[src/rtl/hockey_pkg.sv]
// Shared puck-game types: coordinate width, default grid size and the per-frame position snapshot.
package hockey_pkg;

  localparam int unsigned COORD_W    = 3;
  localparam int unsigned GRID_N_DEF = 5;

  typedef logic [COORD_W-1:0] coord_t;

  typedef struct packed {
    logic   valid;
    coord_t x;
    coord_t y;
  } snap_t;

endpackage

[src/rtl/puck_display_scanner_if.sv]
// Puck engine -> LED matrix scanner link: coordinate stream in, matrix drive and status out.
interface puck_display_scanner_if
  import hockey_pkg::*;
#(
  parameter int unsigned GRID_N = GRID_N_DEF
) ();

  coord_t            X_COORD;
  coord_t            Y_COORD;
  logic              COORD_VALID;
  logic [GRID_N-1:0] ROW_SEL;
  logic [GRID_N-1:0] COL_DATA;
  logic              FRAME_TICK;
  logic              BOUNCE_FLAG;
  logic              RANGE_ERR;

  modport master (
    output X_COORD, Y_COORD, COORD_VALID,
    input  ROW_SEL, COL_DATA, FRAME_TICK, BOUNCE_FLAG, RANGE_ERR
  );

  modport slave (
    input  X_COORD, Y_COORD, COORD_VALID,
    output ROW_SEL, COL_DATA, FRAME_TICK, BOUNCE_FLAG, RANGE_ERR
  );

endinterface

[src/rtl/puck_display_scanner_scan_timer.sv]
// Row scan timing: clock divider, row counter, one-hot row select and frame-edge strobe.
module scan_timer #(
  parameter  int unsigned GRID_N   = 5,
  parameter  int unsigned SCAN_DIV = 4,
  localparam int unsigned ROW_W    = $clog2(GRID_N)
) (
  input  logic              clk,
  input  logic              rst,
  output logic [ROW_W-1:0]  row_nxt_c,
  output logic [GRID_N-1:0] row_sel,
  output logic              frame_tick,
  output logic              frame_edge_c
);

  localparam int unsigned DIV_W = (SCAN_DIV > 1) ? $clog2(SCAN_DIV) : 1;

  logic [DIV_W-1:0] div;
  logic [ROW_W-1:0] row;
  logic             adv_c;

  assign adv_c        = (div == DIV_W'(SCAN_DIV - 1));
  assign frame_edge_c = adv_c && (row == ROW_W'(GRID_N - 1));

  // Row the matrix will show after the coming edge; lets the top register COL_DATA in step.
  always_comb begin
    row_nxt_c = row;
    if (adv_c) begin
      row_nxt_c = (row == ROW_W'(GRID_N - 1)) ? '0 : row + ROW_W'(1);
    end
  end

  always_ff @(posedge clk or posedge rst) begin
    if (rst) begin
      div        <= '0;
      row        <= '0;
      row_sel    <= GRID_N'(1);
      frame_tick <= 1'b0;
    end else begin
      div        <= adv_c ? '0 : div + DIV_W'(1);
      row        <= row_nxt_c;
      row_sel    <= GRID_N'(1) << row_nxt_c;
      frame_tick <= frame_edge_c;
    end
  end

endmodule

[src/rtl/puck_display_scanner.sv]
// Puck LED matrix scanner: per-frame position snapshot, wall-bounce blink and sticky range error.
// Optional PUCK_TRAIL_EN also draws the previous frame's position.
module puck_display_scanner
  import hockey_pkg::*;
#(
  parameter int unsigned GRID_N       = GRID_N_DEF,
  parameter int unsigned SCAN_DIV     = 4,
  parameter int unsigned BLINK_FRAMES = 8
) (
  input logic                   clk,
  input logic                   rst,
  puck_display_scanner_if.slave bus
);

  localparam int unsigned ROW_W = $clog2(GRID_N);
  localparam int unsigned CNT_W = 8;

  logic [ROW_W-1:0]  row_nxt_c;
  logic              frame_edge_c;

  snap_t             snap;
  snap_t             snap_nxt_c;
  snap_t             in_c;
  logic              in_bad_c;
  logic              wall_c;
  logic [CNT_W-1:0]  cnt;
  logic [CNT_W-1:0]  cnt_nxt_c;
  logic [GRID_N-1:0] col_nxt_c;
`ifdef PUCK_TRAIL_EN
  snap_t             prev;
  snap_t             prev_nxt_c;
`endif

  scan_timer #(
    .GRID_N   (GRID_N),
    .SCAN_DIV (SCAN_DIV)
  ) u_scan_timer (
    .clk          (clk),
    .rst          (rst),
    .row_nxt_c    (row_nxt_c),
    .row_sel      (bus.ROW_SEL),
    .frame_tick   (bus.FRAME_TICK),
    .frame_edge_c (frame_edge_c)
  );

  function automatic logic in_range(input coord_t c);
    return 32'(c) < GRID_N;
  endfunction

  function automatic logic on_wall(input coord_t c);
    return (c == '0) || (32'(c) == GRID_N - 1);
  endfunction

  function automatic logic [GRID_N-1:0] draw(input snap_t s, input logic [ROW_W-1:0] r);
    draw = '0;
    if (s.valid && (32'(s.y) == 32'(r))) begin
      draw = GRID_N'(1) << s.x;
    end
  endfunction

  // Frame-edge snapshot update and bounce-hold counter; everything else holds between edges.
  always_comb begin
    in_c.valid = bus.COORD_VALID && in_range(bus.X_COORD) && in_range(bus.Y_COORD);
    in_c.x     = bus.X_COORD;
    in_c.y     = bus.Y_COORD;
    in_bad_c   = bus.COORD_VALID && !(in_range(bus.X_COORD) && in_range(bus.Y_COORD));
    wall_c     = in_c.valid && snap.valid &&
                 ((in_c.x != snap.x) || (in_c.y != snap.y)) &&
                 (on_wall(in_c.x) || on_wall(in_c.y));
    snap_nxt_c = snap;
    cnt_nxt_c  = cnt;
`ifdef PUCK_TRAIL_EN
    prev_nxt_c = prev;
`endif
    if (frame_edge_c) begin
      snap_nxt_c = in_c;
`ifdef PUCK_TRAIL_EN
      prev_nxt_c = snap;
`endif
      if (wall_c) begin
        cnt_nxt_c = CNT_W'(BLINK_FRAMES);
      end else if (cnt != '0) begin
        cnt_nxt_c = cnt - CNT_W'(1);
      end
    end
    col_nxt_c = draw(snap_nxt_c, row_nxt_c);
`ifdef PUCK_TRAIL_EN
    col_nxt_c = col_nxt_c | draw(prev_nxt_c, row_nxt_c);
`endif
  end

  always_ff @(posedge clk or posedge rst) begin
    if (rst) begin
      snap            <= '0;
      cnt             <= '0;
      bus.COL_DATA    <= '0;
      bus.BOUNCE_FLAG <= 1'b0;
      bus.RANGE_ERR   <= 1'b0;
`ifdef PUCK_TRAIL_EN
      prev            <= '0;
`endif
    end else begin
      snap            <= snap_nxt_c;
      cnt             <= cnt_nxt_c;
      bus.COL_DATA    <= col_nxt_c;
      bus.BOUNCE_FLAG <= (cnt_nxt_c != '0);
      if (frame_edge_c && in_bad_c) begin
        bus.RANGE_ERR <= 1'b1;
      end
`ifdef PUCK_TRAIL_EN
      prev            <= prev_nxt_c;
`endif
    end
  end

endmodule

[src/flat_wrapper.sv]
// flat-port wrapper written by rule: the top's interface ports become plain ports
module puck_display_scanner_flat import hockey_pkg::*;
#(
  parameter int unsigned GRID_N       = GRID_N_DEF,
  parameter int unsigned SCAN_DIV     = 4,
  parameter int unsigned BLINK_FRAMES = 8
)
  (clk, rst, bus_X_COORD, bus_Y_COORD, bus_COORD_VALID, bus_ROW_SEL, bus_COL_DATA, bus_FRAME_TICK, bus_BOUNCE_FLAG, bus_RANGE_ERR);
  puck_display_scanner_if #(.GRID_N(GRID_N)) bus_i ();
  input logic clk;
  input logic rst;
  input wire logic [$bits(bus_i.X_COORD)-1:0] bus_X_COORD;
  input wire logic [$bits(bus_i.Y_COORD)-1:0] bus_Y_COORD;
  input wire logic [$bits(bus_i.COORD_VALID)-1:0] bus_COORD_VALID;
  output wire logic [$bits(bus_i.ROW_SEL)-1:0] bus_ROW_SEL;
  output wire logic [$bits(bus_i.COL_DATA)-1:0] bus_COL_DATA;
  output wire logic [$bits(bus_i.FRAME_TICK)-1:0] bus_FRAME_TICK;
  output wire logic [$bits(bus_i.BOUNCE_FLAG)-1:0] bus_BOUNCE_FLAG;
  output wire logic [$bits(bus_i.RANGE_ERR)-1:0] bus_RANGE_ERR;
  assign bus_i.X_COORD = bus_X_COORD;
  assign bus_i.Y_COORD = bus_Y_COORD;
  assign bus_i.COORD_VALID = bus_COORD_VALID;
  assign bus_ROW_SEL = bus_i.ROW_SEL;
  assign bus_COL_DATA = bus_i.COL_DATA;
  assign bus_FRAME_TICK = bus_i.FRAME_TICK;
  assign bus_BOUNCE_FLAG = bus_i.BOUNCE_FLAG;
  assign bus_RANGE_ERR = bus_i.RANGE_ERR;
  puck_display_scanner #(.GRID_N(GRID_N), .SCAN_DIV(SCAN_DIV), .BLINK_FRAMES(BLINK_FRAMES)) u_core (.clk(clk), .rst(rst), .bus(bus_i));
endmodule
[config.mk]
export PLATFORM = sky130hd
export DESIGN_NAME = puck_display_scanner_flat
export DESIGN_NICKNAME = d
export VERILOG_FILES = /design/src/rtl/hockey_pkg.sv /design/src/rtl/puck_display_scanner_if.sv /design/src/rtl/puck_display_scanner_scan_timer.sv /design/src/rtl/puck_display_scanner.sv /design/src/flat_wrapper.sv
export SDC_FILE = /design/constraint.sdc
export NUM_CORES = 1
export LEC_CHECK = 0
export ABC_AREA = 1
export CAP_MARGIN = 20
export CORE_ASPECT_RATIO = 0.8
export CORE_UTILIZATION = 54
export DETAILED_ROUTE_END_ITERATION = 7
export GPL_TIMING_DRIVEN = 1
export PLACE_DENSITY = 0.85
export SETUP_SLACK_MARGIN = 0.2
export SLEW_MARGIN = 20
export SYNTH_ARGS = -nofsm -noshare
export SYNTH_HDL_FRONTEND = slang
export SYNTH_SLANG_ARGS = --single-unit
export TNS_END_PERCENT = 100
[constraint.sdc]
create_clock -name clk -period 2.2 [get_ports clk]
set_clock_uncertainty 0.05 [all_clocks]
set_input_delay 0.44 -clock clk [delete_from_list [all_inputs] [get_ports clk]]
set_output_delay 0.44 -clock clk [all_outputs]
set_load 0.005 [all_outputs]
Word-level counts from Yosys, hierarchy flattened. Cells that the tools add are included.

Register bits: 33. Bits of input ports: 9. Output and inout port bits: 13. Word-level logic and storage cells: 52.

Add/subtract/negate cells: 3. Magnitude comparators: 2. Eq/ne operators: 7. Shift-type cells: 2. Muxes and demuxes: 8. Reductions and logical operators: 19.

Operators by type and width (count): 2-to-1 mux 8 bit (3); nonzero test 8 bit (2); logical AND 1 bit (10); << shifter 1 x 3 -> 5 bit, first input constant (2); equality test 3 bit, second input constant (3); subtractor 8 x 1 -> 8 bit, second input constant (1); 2-to-1 mux 7 bit (1); logical NOT 3 bit (2); less-than comparator 3 bit, second input constant (2); 2-to-1 mux 3 bit (2); != test 3 bit (2); 2-to-1 mux 5 bit (1); logical OR 1 bit (4); adder 3 x 1 -> 3 bit, second input constant (1); equality test 3 bit (1); adder 2 x 1 -> 2 bit, second input constant (1); equality test 2 bit, second input constant (1); 2-to-1 mux 2 bit (1); logical NOT 1 bit (1).

Logic depth before layout (Yosys ltp).
Word-level depth: 9. Depth in mapped cells: 13.

Modules after synthesis. From an unflattened synthesis, not the netlist that was laid out.

Cells, all modules: 229. Area, all modules: 1811.7 µm².

Modules (own cells, without submodules): puck_display_scanner (times used 1, cells an instance 177, area each 1307.5 µm², sequential area each 550.5 µm²); scan_timer (times used 1, cells an instance 52, area each 504.2 µm², sequential area each 276.5 µm²).

Least setup slack after synthesis. No wires, ideal clock.

Kind: register to register. From: register u_core.u_scan_timer.div[0]. To: register u_core.bus.COL_DATA[0]. Library setup time: 73 ps. Arrival time: 1543 ps. Required time: 2077 ps. Setup slack: 534 ps. Stages on the path, launching flop included: 11. Clock period less this slack: 1666 ps. Cell sequence: dfrtp_1 ha_1 nand3_4 buf_6 nand2_1 o21ai_2 xor2_1 nand2_1 nor2_1 nand3_1 nor2_1.

RTL lines: start: declaration (RTL line puck_display_scanner_scan_timer.sv:17) `logic [DIV_W-1:0] div;`; start signal: assignment (RTL line puck_display_scanner_scan_timer.sv:39) `div <= adv_c ? '0 : div + DIV_W'(1);`; end signal: assignment (RTL line puck_display_scanner.sv:105) `bus.COL_DATA <= col_nxt_c;`; end: declaration (RTL line puck_display_scanner_if.sv:24) `output ROW_SEL, COL_DATA, FRAME_TICK, BOUNCE_FLAG, RANGE_ERR`.

Worst setup path after layout.
From: input port bus_X_COORD[0]. To: register u_core.bus.BOUNCE_FLAG.

Longest elaborated chain between the ends: 9. Elaborated cells between the ends (all ways): 15. Classes of those cells: 1 x order compare; 2 x eq/ne; 2 x mux; 10 x reduce/logical.

RTL lines: start: declaration (RTL line flat_wrapper.sv:12) `input wire logic [$bits(bus_i.X_COORD)-1:0] bus_X_COORD;`; less-than comparator 3 bit (RTL line puck_display_scanner.sv:47) `return 32'(c) < GRID_N;`; logical AND 1 bit (2 in a row) (RTL line puck_display_scanner.sv:63) `in_c.valid = bus.COORD_VALID && in_range(bus.X_COORD) && in_range(bus.Y_COORD);`; logical AND 1 bit (2 in a row) (RTL line puck_display_scanner.sv:67) `wall_c = in_c.valid && snap.valid &&`; logical AND 1 bit * (RTL line puck_display_scanner.sv:68) `((in_c.x != snap.x) || (in_c.y != snap.y)) &&`; 2-to-1 mux 8 bit * (RTL line puck_display_scanner.sv:80) `if (wall_c) begin`; 2-to-1 mux 8 bit * (RTL line puck_display_scanner.sv:75) `if (frame_edge_c) begin`; via u_core.cnt_nxt_c[7] (RTL line puck_display_scanner.sv:27) `logic [CNT_W-1:0] cnt_nxt_c;`; nonzero test 8 bit * (RTL line puck_display_scanner.sv:106) `bus.BOUNCE_FLAG <= (cnt_nxt_c != '0);`; end signal: assignment (RTL line puck_display_scanner.sv:106); end: declaration (RTL line puck_display_scanner_if.sv:24).

Mark *: on every way through the listed nets, which the timed path passes. The rest lies on a longest branch. A chain may end at the register's enable or synchronous reset.

==> impl_results.md <==
* Run status: completed
* Crit. path cell count at 9
* Vias in the first global route at 1208
* RSZ-0062 raised after global routing: no
* Initial DRT Pass Iterations at 4
* Routed WL at roughly 3600 um
* Die width at between 60 and 70 um
* Vias at 1430
* Startpoint Class: input pin
* Seq/Total Area, Yosys at 49.55%
* Setup violators final at 0
* Fraction of layout cells with a size suffix above 1 at about an eighth
* Yosys Warn Count at 0
* I/O Buffers at 21
* MaxCap Viol Count at 0
* CTS root buf: clkbuf_8
* Post-Syn Nets at roughly 220
* Number of cell rows at 17
* Post-CTS Hold Buffers at 0
* Post-synthesis instance total at ~210
* R2r startpoint: u_core.u_scan_timer.row[0]$_DFF_PP0_
* # clock sinks at 33
* Hold Crit Class: reg -> reg
* Final min period at approximately 1.9 ns
* Cells on worst reg2reg path at 10
* Crit path buffers/inverters at 1
* Inserted Clock Buffers at 5
* Syn-to-layout area delta at 24.29%
* PwrDens at about 570 nW/um^2
* Max Fclk at 518.3 MHz
* Die area at about 3300 um^2
* Worst-path clk slew at about 0.07 ns
* Final HPWL DP at between 2000 and 2500 um
* Starting density of the core at 58.56%
* Fillers at about 220
* Clock tree buffer depth at 2
* CTS tree: done
* Power, Total at 1190 uW
* Kind of end point of the critical path: flop
* Cell family with most CP delay: simple AND/OR/NAND/NOR gates
* Hold path startpoint: u_core.u_scan_timer.div[0]$_DFF_PP0_
* Crit path largest cell delay at between 0.5 and 0.6 ns
* # IOs at 22
* Routed Antenna Nets at 0
* Worst-Margin Slew at 0.4094 ns
* Kind of critical path: in -> reg
* Distinct cells, synth at 22
* Setup TNS Final at 0 ns
* Avg Cell Area, Syn at approximately 8 um^2
* Largest net degree at the start of global routing at 34
* DP Worst Slack at roughly 0.072 ns
* GPL Wtd Cong at approximately 0.86
* Gr ovfl total at 0
* 1st-iter DRT viols at roughly 120
* Crit path max-delay cell type: clkdlybuf4s50_1
* Initial antenna violation count at 0
* Core Util, Final at between 70% and 80%
* Fin nets at 255
* Synth Cell Area at roughly 1700 um^2
* CP max FO at 5
* Final Cycle Share at between 80 and 90%
* First-pass GRT wire length at roughly 5700 um
* DRC at 0
* Diodes inserted at 0
* Final Hold Vio Count at 0
* Worst-path cell chain: clkdlybuf4s50_1, o21ai_1, nand2_1, nor2_1, nand2_2, nand3_1, nand2_1, nor2_1, nand3_1
* Sequential cell area at between 800 and 900 um^2
* Tot GR Track Use at between 20% and 30%
* VDD IR max at 0.3125 mV
* Multi-input gate area at between 700 and 800 um^2
* Clk_lat worst skew at 0.29 ns
* Slew HR at just over 70%
* Final Hold Slack at between 0.3 and 0.4 ns
* Synthesized flop and latch total at 33
* Flop2flop setup slack at between 0.3 and 0.4 ns
* Worst Path Arrival at between 2 and 2.5 ns
* Max Transition Viols Final at 0
* Core area at about 2900 um^2
* Hold Crit Depth at 1
* WP data required at around 2.3 ns
* DR WL/cell at 12.96 um
* Htree depth at 2
* Worst setup path startpoint: bus_X_COORD[0]
* Final setup margin at roughly 0.27 ns
* Die extent in y at roughly 52 um
* Drt via density at ~5.1
* LEAKAGE at between 0.001 and 0.0015 uW
cell usage in the layout (no fill, tap or decap):
cell type and instances:
xnor2_1 3, dfstp_2 1, clkbuf_8 5, o21ai_2 2, clkbuf_1 1, buf_12 1
nand3_4 3, buf_4 4, inv_2 5, a31o_2 1, inv_1 26, ha_2 2
nand3_1 13, clkinv_2 2, o21ai_0 1, o21ai_1 8, xor2_1 5, nor3_1 6
clkdlybuf4s50_1 21, nor2_4 1, nor2_1 21, dfrtp_1 32, nand2_1 70, nand2_2 1
ha_1 3, a21oi_1 1, nand3b_1 1, nor2_2 2
registers in the layout (all words and copies together) (netlist names):
register and flops:
u_core.u_scan_timer.row 3, u_core.snap 7, u_core.bus.COL_DATA 5, u_core.u_scan_timer.div 2, u_core.u_scan_timer.row_sel 5, u_core.bus.BOUNCE_FLAG 1
u_core.cnt 8, u_core.u_scan_timer.frame_tick 1, u_core.bus.RANGE_ERR 1
through the flow:
| stage | std cells | instance area [um^2] |
|---|---|---|
| 6_report | 280 | 2074 |
| 5_1_grt | 280 | 2074 |
| 4_1_cts | 277 | 2018 |
| 3_5_place_dp | 269 | 1933 |
| 3_3_place_gp | 269 | 1933 |
| 2_1_floorplan | 209 | 1669 |
cell type report:
class	count	area share, %
repair buffers	26	12.55
multi-input cells	144	35.71
inverters	31	5.609
well taps	38	2.292
clock buffers	6	3.498
clock inverters	2	0.4825
flip-flops and latches	33	39.87
repair_timing:
action | in CTS | in global routing
pin swaps | 0 | 1
setup endpoints to repair | 4 | 6
gates resized for setup | 1 | 6
setup buffers | 0 | 2
cloned | 0 | 1
where the power goes:
| part | switching [uW] | internal (uW) | total [uW] |
|---|---|---|---|
| Clock | 222 | 219 | 441 |
| Sequential | 12.0 | 622 | 634 |
| Combinational | 69.1 | 45.4 | 115 |
| Total | 304 | 887 | 1190 |
cell families after synthesis:
logic type	share of synthesized area [%]
buf+inv	7.946
flops	49.55
fa+ha+maj	3.748
simple gates	30.21
xor+xnor	4.198
compound gates	4.348
worst paths after layout:
check	endpoint
hold / removal	u_core.u_scan_timer.div[0]$_DFF_PP0_
hold reg to reg	u_core.u_scan_timer.div[0]$_DFF_PP0_
max in group asynchronous	u_core.u_scan_timer.row_sel[0]$_DFF_PP1_
setup / recovery	u_core.bus.BOUNCE_FLAG$_DFF_PP0_
setup reg to reg	u_core.bus.COL_DATA[3]$_DFF_PP0_
min in group asynchronous	u_core.snap[6]$_DFF_PP0_
synth_stat cells, drive strengths merged:
master  number  area (um^2)
nand2       71        266.5
xnor2        3        26.28
dfrtp       32        800.8
buf          2        16.26
nand3b       1        7.510
nor2        24        100.1
dfstp        1        26.28
ha           5        62.56
nand3       15        100.1
inv         31        116.4
xor2         5        43.79
a21oi        1        5.000
a31o         1        8.760
o21ai       11        58.81
nor3         6        30.03
metal layers:
metal	GRT usage (%)	share of wire (%)	wire (um)	up-vias
li1	-	-	-	706
met1	34.05	48	1733	661
met2	32.09	42	1540	51
met3	7.456	7.0	253	12
met4	14.81	2.8	102	0
met5	0	0	0	-
No activity file was read; power rests on OpenSTA's default activity.
